**src/rtl/wb_arbiter_pkg.sv**
```systemverilog
// Shared definitions for the writeback arbiter slice.
// Contents: bus count and field widths, the writeback entry struct carried on
// each result bus, and default source count / per-source queue depth.
package wb_arbiter_pkg;

  localparam int NUM_WB     = 3;   // number of writeback buses
  localparam int VREG_W     = 5;   // vreg tag width
  localparam int XLEN       = 32;  // result data width
  localparam int DEF_NSRC   = 4;   // ALU, MUL, DIV, LSB
  localparam int DEF_QDEPTH = 4;

  typedef struct packed {
    logic              en;
    logic [VREG_W-1:0] vregid;
    logic [XLEN-1:0]   val;
  } wb_entry_t;

endpackage

```
**src/rtl/wb_fifo.sv**
```systemverilog
// Per-source result queue for the writeback arbiter.
// Ports:
//   clk, rst             clock, asynchronous active-high reset
//   flush                synchronous clear of all entries
//   push, push_vregid,
//   push_val             enqueue request and its data
//   pop                  dequeue the head (only meaningful when non-empty)
//   head_vregid,head_val combinational view of the oldest entry
//   count                registered occupancy
//   afull                count >= QDEPTH-1
//   overflow             pulse: push while full with no pop (result dropped)
module wb_fifo
  import wb_arbiter_pkg::*;
#(
  parameter int QDEPTH = DEF_QDEPTH
) (
  input  logic                        clk,
  input  logic                        rst,
  input  logic                        flush,
  input  logic                        push,
  input  logic [VREG_W-1:0]           push_vregid,
  input  logic [XLEN-1:0]             push_val,
  input  logic                        pop,
  output logic [VREG_W-1:0]           head_vregid,
  output logic [XLEN-1:0]             head_val,
  output logic [$clog2(QDEPTH):0]     count,
  output logic                        afull,
  output logic                        overflow
);

  localparam int PTR_W = $clog2(QDEPTH);
  localparam int CNT_W = PTR_W + 1;

  logic [VREG_W-1:0] mem_vregid [QDEPTH];
  logic [XLEN-1:0]   mem_val    [QDEPTH];
  logic [PTR_W-1:0]  rd_ptr;
  logic [PTR_W-1:0]  wr_ptr;
  logic              full;
  logic              do_push;
  logic              do_pop;

  assign full     = (count == CNT_W'(QDEPTH));
  // A pop in the same cycle frees the slot the push lands in, so a full
  // queue still accepts a push when its head is being granted.
  assign do_pop   = pop && (count != '0) && !flush;
  assign do_push  = push && (!full || do_pop) && !flush;
  assign overflow = push && full && !do_pop && !flush;
  assign afull    = (count >= CNT_W'(QDEPTH - 1));

  assign head_vregid = mem_vregid[rd_ptr];
  assign head_val    = mem_val[rd_ptr];

  // NOTE: the storage array has no reset; occupancy is tracked by count and
  // the pointers, so stale data is never observed and the RAM stays resetless.
  always_ff @(posedge clk) begin
    if (do_push) begin
      mem_vregid[wr_ptr] <= push_vregid;
      mem_val[wr_ptr]    <= push_val;
    end
  end

  // NOTE: sequential state uses non-blocking assignments so every register
  // samples pre-edge values regardless of statement order.
  always_ff @(posedge clk or posedge rst) begin
    if (rst) begin
      rd_ptr <= '0;
      wr_ptr <= '0;
      count  <= '0;
    end else if (flush) begin
      rd_ptr <= '0;
      wr_ptr <= '0;
      count  <= '0;
    end else begin
      if (do_push) wr_ptr <= wr_ptr + 1'b1;
      if (do_pop)  rd_ptr <= rd_ptr + 1'b1;
      unique case ({do_push, do_pop})
        2'b10:   count <= count + 1'b1;
        2'b01:   count <= count - 1'b1;
        default: count <= count;
      endcase
    end
  end

endmodule

```
**src/rtl/wb_arbiter.sv**
```systemverilog
// Writeback bus arbiter: buffers results from NSRC functional-unit sources
// and grants up to three per cycle onto the writeback buses, rotating the
// starting priority after every cycle that made a grant.
// Ports:
//   clk, rst                    clock, asynchronous active-high reset
//   flush                       synchronous clear (misprediction)
//   src_en/src_vregid/src_val   per-source result push, packed by source index
//   src_afull                   per-source queue almost-full (>= QDEPTH-1)
//   writebackN_en/vregid/val    registered result buses 1..3
//   err_overflow                sticky: a result was dropped
module wb_arbiter
  import wb_arbiter_pkg::*;
#(
  parameter int NSRC   = DEF_NSRC,
  parameter int QDEPTH = DEF_QDEPTH
) (
  input  logic                   clk,
  input  logic                   rst,
  input  logic                   flush,
  input  logic [NSRC-1:0]        src_en,
  input  logic [NSRC*VREG_W-1:0] src_vregid,
  input  logic [NSRC*XLEN-1:0]   src_val,
  output logic [NSRC-1:0]        src_afull,
  output logic                   writeback1_en,
  output logic [VREG_W-1:0]      writeback1_vregid,
  output logic [XLEN-1:0]        writeback1_val,
  output logic                   writeback2_en,
  output logic [VREG_W-1:0]      writeback2_vregid,
  output logic [XLEN-1:0]        writeback2_val,
  output logic                   writeback3_en,
  output logic [VREG_W-1:0]      writeback3_vregid,
  output logic [XLEN-1:0]        writeback3_val,
  output logic                   err_overflow
);

  localparam int CNT_W = $clog2(QDEPTH) + 1;
  localparam int RR_W  = $clog2(NSRC);

  logic [CNT_W-1:0]  cnt        [NSRC];
  logic [VREG_W-1:0] head_vregid[NSRC];
  logic [XLEN-1:0]   head_val   [NSRC];
  wb_entry_t         cand       [NSRC];
  logic [NSRC-1:0]   grant;
  logic [NSRC-1:0]   push;
  logic [NSRC-1:0]   pop;
  logic [NSRC-1:0]   ovf;

  wb_entry_t [NUM_WB-1:0] bus_next;
  wb_entry_t [NUM_WB-1:0] wb_q;
  logic [1:0]             n_grant;
  logic [RR_W-1:0]        last_idx;
  logic [RR_W-1:0]        rr;

  for (genvar i = 0; i < NSRC; i++) begin : g_src
    logic nonempty;
    assign nonempty = (cnt[i] != '0);

    // Queue head wins over the incoming result, so a source offers one
    // candidate and its order is preserved.
    assign cand[i].en     = nonempty || src_en[i];
    assign cand[i].vregid = nonempty ? head_vregid[i] : src_vregid[VREG_W*i +: VREG_W];
    assign cand[i].val    = nonempty ? head_val[i]    : src_val[XLEN*i +: XLEN];

    assign pop[i]  = grant[i] && nonempty;
    // An incoming result that was bypassed straight onto a bus is not stored.
    assign push[i] = src_en[i] && !flush && !(grant[i] && !nonempty);

    wb_fifo #(.QDEPTH(QDEPTH)) u_fifo (
      .clk         (clk),
      .rst         (rst),
      .flush       (flush),
      .push        (push[i]),
      .push_vregid (src_vregid[VREG_W*i +: VREG_W]),
      .push_val    (src_val[XLEN*i +: XLEN]),
      .pop         (pop[i]),
      .head_vregid (head_vregid[i]),
      .head_val    (head_val[i]),
      .count       (cnt[i]),
      .afull       (src_afull[i]),
      .overflow    (ovf[i])
    );
  end

  // Rotating scan from rr: the first three candidates fill buses 1..3.
  // NOTE: every variable assigned here gets a default first, so no path can
  // leave a value held and infer a latch.
  always_comb begin
    logic [RR_W:0]   sum;
    logic [RR_W-1:0] idx;
    grant    = '0;
    bus_next = '0;
    n_grant  = '0;
    last_idx = rr;
    for (int k = 0; k < NSRC; k++) begin
      sum = {1'b0, rr} + (RR_W+1)'(k);
      if (sum >= (RR_W+1)'(NSRC)) sum = sum - (RR_W+1)'(NSRC);
      idx = sum[RR_W-1:0];
      if (cand[idx].en && (n_grant != 2'(NUM_WB))) begin
        grant[idx]        = 1'b1;
        bus_next[n_grant] = cand[idx];
        n_grant           = n_grant + 1'b1;
        last_idx          = idx;
      end
    end
  end

  always_ff @(posedge clk or posedge rst) begin
    if (rst) begin
      wb_q         <= '0;
      rr           <= '0;
      err_overflow <= 1'b0;
    end else begin
      if (|ovf) err_overflow <= 1'b1;
      if (flush) begin
        wb_q <= '0;
        rr   <= '0;
      end else begin
        wb_q <= bus_next;
        if (n_grant != '0)
          rr <= (last_idx == RR_W'(NSRC - 1)) ? '0 : last_idx + 1'b1;
      end
    end
  end

  assign writeback1_en     = wb_q[0].en;
  assign writeback1_vregid = wb_q[0].vregid;
  assign writeback1_val    = wb_q[0].val;
  assign writeback2_en     = wb_q[1].en;
  assign writeback2_vregid = wb_q[1].vregid;
  assign writeback2_val    = wb_q[1].val;
  assign writeback3_en     = wb_q[2].en;
  assign writeback3_vregid = wb_q[2].vregid;
  assign writeback3_val    = wb_q[2].val;

endmodule

```
**config.mk**
```make
export PLATFORM = sky130hd
export DESIGN_NAME = wb_arbiter
export DESIGN_NICKNAME = d
export VERILOG_FILES = /design/src/rtl/wb_arbiter_pkg.sv /design/src/rtl/wb_fifo.sv /design/src/rtl/wb_arbiter.sv
export SDC_FILE = /design/constraint.sdc
export NUM_CORES = 1
export LEC_CHECK = 0
export BUFFER_PORTS_ARGS = -buffer_cell sky130_fd_sc_hd__clkbuf_2
export CAP_MARGIN = 20
export CORE_AREA = 3 3 279 281
export CTS_CLUSTER_SIZE = 14
export DETAILED_ROUTE_END_ITERATION = 10
export DIE_AREA = 0 0 282 284
export GPL_ROUTABILITY_DRIVEN = 1
export PLACE_DENSITY_LB_ADDON = 0.08
export SLEW_MARGIN = 20
export SYNTH_ARGS = -nofsm -noshare
export SYNTH_HDL_FRONTEND = slang
export SYNTH_SLANG_ARGS = --single-unit
export TNS_END_PERCENT = 1
```
**constraint.sdc**
```tcl
create_clock -name clk -period 6.59 [get_ports clk]
set_input_delay 0.3295 -clock clk [delete_from_list [all_inputs] [get_ports clk]]
set_output_delay 0.3295 -clock clk [all_outputs]
set_load 0.005 [all_outputs]
```
==> results.toml <==
[run_status]
outcome = "complete, no violations"

[power]
total_power_mw = 22.07
cellLeakagePower_nw = 15.11
power.density_mw_per_mm2 = 525.5
peakVddDrop_v = 0.0005630

[setup_path]
critical_path.max_stage_delay_ns = 0.73
cp_cell_sequence = "or4_1, mux4_2, inv_1, ha_1, nor3_1, a21o_1, ha_1, a31oi_1, buf_4, nand3_1, and4_1, a211oi_2, and3_2, buf_4"
rr_worst_depth = 14
r2r-start = "g_src[3].u_fifo.count[0]"
timing.setup.critical_path_class = "reg2reg"
crit_required_ns = 6.89
critPathArrivalTime_ns = 6.01
regToRegSetupSlack_ns = 0.88
slowest_stage = "or4_1"
worstPathMaxFanout = 20
worstSetupStartpointType = "register"
r2r-end = "g_src[1].u_fifo.mem_val[3][29]"
critPathCaptureType = "register"

[global_routing]
grt_pass1_wl_um = 154300
grt-busiest-layer = "met1"
overflow = 0
use_met2 = 0.3717
track_usage = 0.2585
grtUsageMet3 = 0.05759
antenna_found_initial = 9
grtUsageMet1 = 0.3949
grt_pass1_vias = 23230
grt_max_degree = 85

[cts]
insertion_delay_ns = 0.62
htree_levels = 3
clockBufferDepth = 3
cts.sinks = 737
cts_setup_buffers = 0
post_cts_resized = 0
cts_root_buffer = "clkbuf_16"
clk_pin_slew_ns = 0.06
cts_buffers = 80
cts_tree = "yes"

[finish]
final_nets = 2815
design_area_sq_mm = 0.04199
drive_above_1_share = 0.3217
syn2layout_area_growth_pct = 18.43
fillers = 6081

[timing]
max_freq_mhz = 175.2
hold_viol_final = 0
relSlewSlack = 0.2518
tns_ns = 0
setup_viol = 0
slew_viol_final = 0
tightest_slew_ns = 1.122
final.setup_skew_ns = 0.02448
rsz0062_at_grt = "no"
post-route-period-util = 0.8659
period_needed_ns = 5.706

[logic_synthesis]
yosys_register_bits = 737
synth_ff_type = "edfxtp_1"
synth_edf_count = 592
syn_inst = 2260
synth.yosys.seq_area_share = 0.6038
yosysUniqueCellTypes = 71
synthArstFlopShare = 0.1967
avgSynthCellArea_sq_um = 15.69
netlist_area_sq_mm = 0.03545
synth_nets = 2450
yosysWarningCount = 0

[floorplan]
num_rows = 101
die_w_um = 282
coreArea_sq_mm = 0.07570
start_util = 0.4684
dieArea_sq_mm = 0.08009
die_h_um = 284
io_pins = 274

[placed_design]
gp_congestion = 0.8539
hpwlAfterDp_um = 69560
portBuffers = 273
place_area_sq_mm = 0.03791

[worst_hold_path]
whs_endpoint = "g_src[1].u_fifo.mem_vregid[0][4]"
hold_path.class = "in2reg"
hold_depth = 1
holdCritStartpoint = "src_vregid[9]"

[drt]
drc = 0
drt-total-wl_um = 103700
first_pass_iters = 6
via_count = 23410
avgRoutedWirePerCell_um = 28.18
viasPerCell = 6.363
route.antenna.remaining_nets = 0
drtIter0Drc = 2484

[job]
drv_cap = 0
sequential cells by signal, summed over array words and instances (netlist names), 8 cells and up:
signal and cells:
g_src.u_fifo.wr_ptr 8, writeback2_val 32, g_src.u_fifo.mem_vregid 80, g_src.u_fifo.mem_val 512
g_src.u_fifo.rd_ptr 8, writeback3_val 32, g_src.u_fifo.count 12, writeback1_val 32
worst max-delay path: cells and delay by family, from the launching register on:
family                     cells  cell delay, ns
DFF                            1            0.50
and+or+nand+nor                5            1.90
muxes                          1            0.69
buffers and inverters          3            0.74
AOI/OAI and AO/OA              3            1.02
adders and majority gates      2            0.51
repair_timing:
item	CTS	global route
setup endpoints to repair	0	0
hold buffers	147	0
hold endpoints to repair	662	0
cell usage after synthesis, drive strengths merged, types with 29 or more instances:
library cell / number / area share
buf: 55 / 0.0074
and3: 29 / 0.0051
a22oi: 43 / 0.0092
nor2: 78 / 0.0083
mux2: 148 / 0.047
edfxtp: 592 / 0.50
clkbuf: 149 / 0.016
mux4: 211 / 0.13
nand2: 87 / 0.0092
dfrtp: 145 / 0.10
a21oi: 111 / 0.016
nand4: 82 / 0.014
ha: 30 / 0.011
mux2i: 124 / 0.035
a221oi: 75 / 0.019
layer usage:
| layer | vias up | wire length (um) |
|---|---|---|
| li1 | 10050 | - |
| met1 | 12030 | 46150 |
| met2 | 1151 | 45300 |
| met3 | 180 | 9470 |
| met4 | 2 | 2727 |
| met5 | - | 13 |
kinds of logic (layout without fill, tap and decap cells):
group,Yosys count,in the layout,synth area share
AOI/OAI and AO/OA,408,408,0.08618
DFF,737,737,0.6038
xor gates and xnor gates,11,11,0.003106
other,0,9,0
muxes,483,483,0.2161
buffers and inverters,228,660,0.02569
and+or+nand+nor,358,358,0.05181
adders and majority gates,35,35,0.01341
placed cells by master, fill, tap and decap left out, types with 6 or more instances in the layout:
| cell type | n |
|---|---|
| a21oi_1 | 111 |
| nand2_1 | 87 |
| a2bb2oi_1 | 25 |
| clkbuf_16 | 80 |
| mux4_2 | 211 |
| a31oi_1 | 10 |
| nand3_1 | 16 |
| and3_2 | 13 |
| a221o_1 | 24 |
| o21ai_0 | 7 |
| o22ai_1 | 14 |
| buf_4 | 59 |
| inv_6 | 6 |
| edfxtp_1 | 592 |
| a221oi_1 | 75 |
| or4_1 | 7 |
| nor4_1 | 14 |
| nand4_1 | 82 |
| bufinv_16 | 8 |
| dlygate4sd3_1 | 147 |
| a22oi_1 | 42 |
| mux2_2 | 148 |
| nor2_1 | 77 |
| nor3_1 | 6 |
| xor2_1 | 7 |
| ha_1 | 29 |
| dfrtp_1 | 137 |
| o22a_1 | 15 |
| buf_12 | 8 |
| diode_2 | 9 |
| clkbuf_2 | 272 |
| and3_1 | 16 |
| dfrtp_2 | 7 |
| clkbuf_1 | 17 |
| inv_1 | 20 |
| a211o_1 | 13 |
| clkinv_1 | 17 |
| clkinv_2 | 14 |
| mux2i_1 | 124 |
| o2bb2ai_1 | 24 |
where the power goes:
group          total (mW)  leakage, nW  switching (mW)  internal, mW
clock network        4.42         1.26            1.85          2.57
registers            6.33         7.22           0.456          5.87
logic                11.3         6.63            6.79          4.53
total                22.1         15.1            9.10          13.0
how the worst max path moves through the flow:
| stage | from | end |
|---|---|---|
| after detailed placement | src_en[3] | g_src[1].u_fifo.mem_val[3][29] |
| final | g_src[3].u_fifo.count[0] | g_src[1].u_fifo.mem_val[3][29] |
| after global routing | rr[0] | g_src[1].u_fifo.mem_val[3][29] |
| after global placement | src_en[2] | g_src[1].u_fifo.mem_vregid[3][4] |
| after floorplan | rr[1] | g_src[3].u_fifo.mem_val[2][0] |
| after CTS | g_src[2].u_fifo.count[2] | g_src[1].u_fifo.mem_val[3][29] |
stage by stage:
stage                     hold slack (ns)  setup slack (ns)  cells    util
after CTS                         0.02362            0.8718   3670  0.5544
after floorplan                    0.4284            0.2518   2260       -
after detailed placement           0.5184            0.8871   3374  0.5008
after global placement             0.5180            0.9608   3373  0.5006
final                             0.05457            0.8837   3679  0.5547
after global routing              0.04819            0.4565   3674  0.5545
area by class of cell:
type | count | area, sq um | area share
clock buffer | 97 | 2066 | 0.04920
multi-input combinational | 1295 | 13200 | 0.3144
sequential | 737 | 21420 | 0.5101
clock inverter | 52 | 518.0 | 0.01234
tap | 978 | 1224 | 0.02914
inverter | 24 | 100.1 | 0.002384
timing repair buffer | 487 | 3441 | 0.08195
antenna | 9 | 22.52 | 0.0005364
Power figures use the tool's default switching activity.
